### config.mk
export PLATFORM = sky130hd
export DESIGN_NAME = add32_scheduler
export DESIGN_NICKNAME = d
export VERILOG_FILES = /design/src/rtl/add32_scheduler.sv
export SDC_FILE = /design/constraint.sdc
export NUM_CORES = 1
export LEC_CHECK = 0
export BUFFER_PORTS_ARGS = -buffer_cell sky130_fd_sc_hd__buf_4
export CELL_PAD_IN_SITES_DETAIL_PLACEMENT = 0
export CELL_PAD_IN_SITES_GLOBAL_PLACEMENT = 1
export CORE_ASPECT_RATIO = 1.1
export CORE_MARGIN = 4
export CORE_UTILIZATION = 41
export DETAILED_ROUTE_END_ITERATION = 8
export GPL_TIMING_DRIVEN = 0
export PLACE_DENSITY_LB_ADDON = 0.1
export SYNTH_ARGS = -nofsm -noshare
export SYNTH_HDL_FRONTEND = slang
export SYNTH_SLANG_ARGS = --single-unit
### constraint.sdc
create_clock -name clk -period 3.95 [get_ports clk]
set_input_delay 0.1975 -clock clk [delete_from_list [all_inputs] [get_ports clk]]
set_output_delay 0.1975 -clock clk [all_outputs]
set_load 0.02 [all_outputs]
### src/rtl/add32_scheduler.sv
// add32_scheduler: two-requester 32-bit adder executed as two 16-bit passes over one shared adder.
// Define ADD32_SCHEDULER_RR_EN for round-robin arbitration; default is fixed priority (requester 0 wins).
module add32_scheduler (
  input  logic        clk,
  input  logic        rst_n,
  input  logic        req0_valid_i,
  output logic        req0_ready_o,
  input  logic [31:0] req0_a_i,
  input  logic [31:0] req0_b_i,
  input  logic        req0_cin_i,
  input  logic        req1_valid_i,
  output logic        req1_ready_o,
  input  logic [31:0] req1_a_i,
  input  logic [31:0] req1_b_i,
  input  logic        req1_cin_i,
  output logic        rsp_valid_o,
  input  logic        rsp_ready_i,
  output logic        rsp_id_o,
  output logic [31:0] rsp_sum_o,
  output logic        rsp_cout_o,
  output logic        busy_o
);

  typedef enum logic [1:0] {
    S_IDLE = 2'd0,
    S_LO   = 2'd1,
    S_HI   = 2'd2,
    S_RESP = 2'd3
  } state_e;

  state_e      state_q, state_d;
  logic [31:0] a_q, a_d;
  logic [31:0] b_q, b_d;
  logic        cin_q, cin_d;
  logic        id_q, id_d;
  logic        lo_carry_q, lo_carry_d;
  logic [15:0] sum_lo_q, sum_lo_d;
  logic        last_id_q, last_id_d;
  logic [31:0] rsp_sum_q, rsp_sum_d;
  logic        rsp_cout_q, rsp_cout_d;
  logic        rsp_id_q, rsp_id_d;
  logic        rsp_valid_q, rsp_valid_d;

  logic        grant0, grant1;
  logic        accept;

  logic [15:0] add_a, add_b;
  logic        add_cin;
  logic [16:0] add_res;

  // Arbitration: a lone valid requester always wins; only contention is resolved by policy.
  always_comb begin
    grant0 = 1'b0;
    grant1 = 1'b0;
    if (req0_valid_i && req1_valid_i) begin
`ifdef ADD32_SCHEDULER_RR_EN
      grant0 = last_id_q;
      grant1 = ~last_id_q;
`else
      grant0 = 1'b1;
`endif
    end else begin
      grant0 = req0_valid_i;
      grant1 = req1_valid_i;
    end
  end

  assign req0_ready_o = (state_q == S_IDLE) && grant0;
  assign req1_ready_o = (state_q == S_IDLE) && grant1;
  assign accept       = req0_ready_o || req1_ready_o;

  // The single 16-bit adder: low halves with the request carry, then high halves with the LO carry.
  always_comb begin
    add_a   = a_q[15:0];
    add_b   = b_q[15:0];
    add_cin = cin_q;
    if (state_q == S_HI) begin
      add_a   = a_q[31:16];
      add_b   = b_q[31:16];
      add_cin = lo_carry_q;
    end
  end

  assign add_res = {1'b0, add_a} + {1'b0, add_b} + {16'd0, add_cin};

  always_comb begin
    // NOTE: every signal gets its hold value first, so no branch can leave one unassigned and infer a latch.
    state_d     = state_q;
    a_d         = a_q;
    b_d         = b_q;
    cin_d       = cin_q;
    id_d        = id_q;
    lo_carry_d  = lo_carry_q;
    sum_lo_d    = sum_lo_q;
    last_id_d   = last_id_q;
    rsp_sum_d   = rsp_sum_q;
    rsp_cout_d  = rsp_cout_q;
    rsp_id_d    = rsp_id_q;
    rsp_valid_d = rsp_valid_q;

    case (state_q)
      S_IDLE: begin
        if (accept) begin
          state_d   = S_LO;
          a_d       = grant1 ? req1_a_i : req0_a_i;
          b_d       = grant1 ? req1_b_i : req0_b_i;
          cin_d     = grant1 ? req1_cin_i : req0_cin_i;
          id_d      = grant1;
          last_id_d = grant1;
        end
      end
      S_LO: begin
        sum_lo_d   = add_res[15:0];
        lo_carry_d = add_res[16];
        state_d    = S_HI;
      end
      S_HI: begin
        rsp_sum_d   = {add_res[15:0], sum_lo_q};
        rsp_cout_d  = add_res[16];
        rsp_id_d    = id_q;
        rsp_valid_d = 1'b1;
        state_d     = S_RESP;
      end
      S_RESP: begin
        if (rsp_ready_i) begin
          rsp_valid_d = 1'b0;
          state_d     = S_IDLE;
        end
      end
      default: begin
        rsp_valid_d = 1'b0;
        state_d     = S_IDLE;
      end
    endcase
  end

  always_ff @(posedge clk or negedge rst_n) begin
    if (!rst_n) begin
      state_q     <= S_IDLE;
      a_q         <= '0;
      b_q         <= '0;
      cin_q       <= 1'b0;
      id_q        <= 1'b0;
      lo_carry_q  <= 1'b0;
      sum_lo_q    <= '0;
      last_id_q   <= 1'b1;
      rsp_sum_q   <= '0;
      rsp_cout_q  <= 1'b0;
      rsp_id_q    <= 1'b0;
      rsp_valid_q <= 1'b0;
    end else begin
      // NOTE: non-blocking assignments so every register samples the pre-edge values of the others.
      state_q     <= state_d;
      a_q         <= a_d;
      b_q         <= b_d;
      cin_q       <= cin_d;
      id_q        <= id_d;
      lo_carry_q  <= lo_carry_d;
      sum_lo_q    <= sum_lo_d;
      last_id_q   <= last_id_d;
      rsp_sum_q   <= rsp_sum_d;
      rsp_cout_q  <= rsp_cout_d;
      rsp_id_q    <= rsp_id_d;
      rsp_valid_q <= rsp_valid_d;
    end
  end

  assign rsp_valid_o = rsp_valid_q;
  assign rsp_sum_o   = rsp_sum_q;
  assign rsp_cout_o  = rsp_cout_q;
  assign rsp_id_o    = rsp_id_q;
  assign busy_o      = (state_q != S_IDLE);

endmodule

Yosys cells after proc, flatten, opt, wreduce, memory -nomap -nowiden --
Cells that the tools add are included.
Cells by class: add/subtract/negate cells 2, equal/unequal tests 5, multiplexer cells 13, reduce and logical (&&, ||, !) cells 10
Operator list (count):
- $mux W32 | 2
- $mux W16 | 2
- $add A16 B16 Y17 | 1
- $add A17 B1 Y17 | 1
- $pmux W2 S4 | 1
- $reduce_and A2 Y1 | 3
- $mux W1 | 5
- $eq A2 B2 Y1 const B | 2
- $mux W2 | 2
- $ne A2 B2 Y1 const B | 2
- $reduce_bool A2 Y1 | 2
- $logic_and A1 B1 Y1 | 3
- $eq A2 B1 Y1 const B | 1
- $logic_not A2 Y1 | 1
- $pmux W1 S2 | 1
- $logic_or A1 B1 Y1 | 1
Word-level totals: bits in registers 120, input bits 135, output and inout port bits 38

Longest topological paths before layout --
word-level depth 6, gate-level depth with buffers 14

Worst setup path before layout --
Ideal clock, no wire load.
kind register to register, start point register state_q[0], end point register sum_lo_q[12], library setup time 0.125 ns, arrival time 3.298 ns, data required time 3.825 ns, path slack 0.527 ns, cell stages (with the launch flop) 15, buffers on the path 2, clock period less this slack 3.423 ns, path through dfrtp_1 inv_1 ha_1 clkbuf_1 clkbuf_1 mux2i_1 fa_1 inv_1 fa_1 a21o_1 a221oi_4 o21ai_2 a21oi_2 xnor2_1 mux2_2
Between the ends: word-level cells in the longest chain between the ends 4, elaborated cells on any way between the ends 7, those cells by class 2 x add/sub; 2 x eq/ne; 3 x mux
RTL lines:
- start: declaration | RTL line 31 | state_e state_q, state_d;
- start signal: assignment | RTL line 153 | state_q <= state_d;
- $eq A2 B2 Y1 | RTL line 77 | if (state_q == S_HI) begin
- $mux W16 | RTL line 77
- $add A16 B16 Y17 | RTL line 84 | assign add_res = {1'b0, add_a} + {1'b0, add_b} + {16'd0, add_cin};
- $add A17 B1 Y17 | RTL line 84
- end signal: assignment | RTL line 159 | sum_lo_q <= sum_lo_d;
- end: declaration | RTL line 37 | logic [15:0] sum_lo_q, sum_lo_d;
Several ways; a longest one is shown, not always the timed one. A chain may end at the register's enable or synchronous reset.

Final worst setup path --
start point register state_q[0], end point register rsp_cout_q, in the netlist rsp_cout_o
Between the ends: word-level cells in the longest chain between the ends 4, elaborated cells on any way between the ends 6, those cells by class 2 x add/sub; 1 x eq/ne; 3 x mux
RTL lines:
- $eq A2 B2 Y1 (*) | RTL line 77, 101
- $mux W16 | RTL line 77
- $add A16 B16 Y17 | RTL line 84
- $add A17 B1 Y17 | RTL line 84
- end signal: assignment | RTL line 162 | rsp_cout_q <= rsp_cout_d;
- end: declaration | RTL line 40 | logic rsp_cout_q, rsp_cout_d;
Mark *: on every way between the ends. The rest lies on a longest branch, timed or not.

==> summary.md <==
| Metric | Value |
|---|---|
| Clock buffer depth | 2 |
| Clock power share | 0.181 |
| Layout net count | 923 |
| CTS tree | yes |
| Final setup vio count | 0 |
| Leading cell type in the layout, fill and taps excluded | buf_4 |
| Worst R2R Setup Slack | 250 ps |
| Clk slew on worst S/H paths | 50 ps |
| Ant. Diodes | 0 |
| R2r worst-path depth | 13 |
| Chip width | 126 um |
| Largest net degree at the start of global routing | 68 |
| Switching share of power | 0.414 |
| 1st-pass router iterations | 4 |
| Total grt overflow | 0 |
| Initial DRC Count | 220 |
| Vias in the first global route | 5214 |
| Fin util | 0.561 |
| YS warnings | 0 |
| Psw | 3.38 mW |
| Routed Antenna Nets | 0 |
| Final period util | 0.936 |
| GPL Wtd Cong | 0.873 |
| Final Hold Fails | 0 |
| DP HPWL | 13.3 mm |
| Startpoint Class | flip-flop |
| Required @ worst endpoint | 4250 ps |
| Pre-CTS WS | -434 ps |
| CP Max Fanout | 10 |
| Seq pwr share | 0.272 |
| RSZ-0062 raised after global routing | false |
| # IOs | 173 |
| Worst slew margin | 0.545 |
| Synthesized area per cell | 10.9 um2 |
| Routed len/inst | 17.2 um |
| Critical R2R Capture | rsp_cout_o |
| Leak pwr | 3.95 nW |
| Worst setup margin | 253 ps |
| Post-synth cell types | 42 |
| Sequential share of the synthesized area | 0.479 |
| R2R Path Start | state_q[0] |
| Area growth syn-to-layout | 34.6% |
| Worst Hold End | b_q[22] |
| PwrDens | 965 nW/um2 |
| MaxCap Viol Count | 0 |
| Die area | 17300 um2 |
| Cell Int Power | 4.77 mW |
| Clk Latency, worst-skew pair | 420 ps |
| Final Slew Violations | 0 |
| CTS Sinks | 120 |
| Clock root buffer | clkbuf_16 |
| Crit path time final | 3700 ps |
| Initial Utilization | 0.417 |
| Core Area | 15100 um2 |
| Worst clock skew | 8.35 ps |
| Via count | 4967 |
| Crit path DAT | 4000 ps |
| Status | completed |
| Number of port buffers | 172 |
| Worst hold path cell count | 3 |
| DRC | 0 |
| FF+latch count, synth | 120 |
| Largest cells by area after synthesis | dfrtp_1 (48%), mux2_2 (13%), mux2i_1 (11%), nand2_1 (4.6%), ha_1 (3.8%) |
| Min-delay src | req0_b_i[22] |
| Post-Syn Area | 6270 um2 |
| Setup bufs post-CTS | 0 |
| Initial antenna violation count | 0 |
| First-pass GRT wire length | 27.0 mm |
| Maximum VDD drop | 0.511 mV |
| H-tree depth | 4 |
| Num CTS Buffers | 17 |
| Post-Syn Instances | 574 |
| Most frequent cells in the layout | buf_4 (171), dfrtp_1 (120), nand2_1 (77) |
| WL final | 16.8 mm |
| Floorplan die height | 138 um |
| Row count | 47 |
| Nature of the critical path endpoint | flip-flop |
| Total GRT Usage | 0.201 |
| Pwr Total | 8.15 mW |
| Fraction of layout cells with a size suffix above 1 | 0.379 |
| Area leader, netlist | dfrtp_1 |
| Post-synth top area share | 0.479 |
| Hold crit path type | input pin to flip-flop |
| Logic pwr share | 0.547 |
| Worst-Margin Slew | 683 ps |
| Syn Nets | 730 |
| Crit path kind | flip-flop to flip-flop |
| Via density | 5.09 |
| Fmax | 270 MHz |
-- through the flow --
stage	setup TNS [ps]	instance area, um2	hold slack [ps]	std cells
final	0	8440	56.4	975
after global routing	0	8440	63.9	975
after CTS	0	8430	48.1	975
after detailed placement	-3810	7840	178	943
after global placement	-2700	7810	404	942
after floorplan	0	6270	-98.1	574
-- area by class of cell --
class                   count  area, um2
multi-input cells         406       3090
inverters                  11       41.3
plain buffers              36        150
well taps                 196        245
flip-flops and latches    120       3000
fillers                  1345       6610
clock buffers              19        443
repair buffers            175       1340
clock inverters            12        129
-- cells in the mapped netlist --
library cell / instances
xnor2_1: 6
fa_1: 2
a221oi_1: 1
o2111a_1: 1
o21bai_1: 1
o22ai_1: 1
o311ai_1: 2
o32a_1: 1
nor3_1: 3
ha_1: 19
a211oi_1: 3
o21ai_2: 1
o2111ai_1: 2
and2_1: 2
mux2_2: 75
a21oi_1: 14
a21o_1: 4
xor2_1: 5
nor4_1: 1
nor2_1: 12
nand4_1: 1
o211ai_1: 3
o21ai_1: 37
nand4b_1: 1
nor3b_1: 1
clkbuf_1: 31
mux2i_1: 70
inv_1: 11
a21oi_2: 1
nand3_1: 4
buf_2: 6
a31o_2: 2
o21ai_0: 40
and3_1: 1
dfrtp_1: 120
nor2b_1: 5
a211o_1: 1
o31ai_1: 1
nand2_1: 77
a221oi_4: 1
nand2b_1: 1
o21a_1: 3
-- flip-flops by register name, indices dropped and copies added, names as in the netlist, 2 cells and up --
register	flops
a_q	32
b_q	32
rsp_sum_o	32
state_q	2
sum_lo_q	16
-- metal layers --
| layer | track usage | vias to the layer above | routed length (um) |
|---|---|---|---|
| li1 | - | 2426 | - |
| met1 | 0.259 | 2364 | 7270 |
| met2 | 0.339 | 152 | 8400 |
| met3 | 0.0392 | 25 | 756 |
| met4 | 0.0751 | 0 | 357 |
| met5 | 0 | - | 0 |
-- kinds of logic (layout without fill, tap and decap cells) --
logic type,count (synthesis),in the layout,share of synthesized area
multiplexers,145,145,0.246
adder cells (fa/ha/maj),21,21,0.0443
AND/OR/NAND/NOR,109,109,0.0724
XOR/XNOR,11,11,0.0154
buffers and inverters,48,253,0.0299
AO/OA/AOI/OAI,120,120,0.113
flip-flops,120,120,0.479
-- power groups by stage --
stage	Combinational [mW]	Sequential [mW]	Clock [mW]
final	4.46	2.21	1.48
after global routing	4.98	2.29	1.56
after CTS	4.50	2.22	1.50
after detailed placement	4.46	2.23	0
after global placement	4.37	2.20	0
after floorplan	2.91	2.35	0
-- repair_timing --
item / in CTS / in global routing
endpoints found under the hold margin: 54 / 0
hold buffers: 2 / 0
gates resized for setup: 3 / 6
endpoints found under the setup margin: 18 / 17
-- how the worst max path moves through the flow --
| stage | endpoint | cells past startpoint | startpoint |
|---|---|---|---|
| 6_report | rsp_cout_o | 13 | state_q[0] |
| 5_1_grt | rsp_cout_o | 13 | state_q[0] |
| 4_1_cts | sum_lo_q[12] | 13 | state_q[0] |
| 3_5_place_dp | sum_lo_q[12] | 14 | state_q[0] |
| 3_3_place_gp | rsp_sum_o[28] | 14 | state_q[0] |
| 2_1_floorplan | sum_lo_q[12] | 14 | state_q[0] |
-- worst max-delay path, stage by stage (launching register included) --
cell and delay (ps):
dfrtp_1 410, inv_1 110, ha_2 310, clkbuf_4 310, mux2i_2 310, fa_1 230
inv_1 50, fa_1 410, a21o_1 240, a221oi_4 400, o21ai_2 150, a21oi_2 220
a21oi_1 140, mux2_2 280
Power figures use the tool's default switching activity.
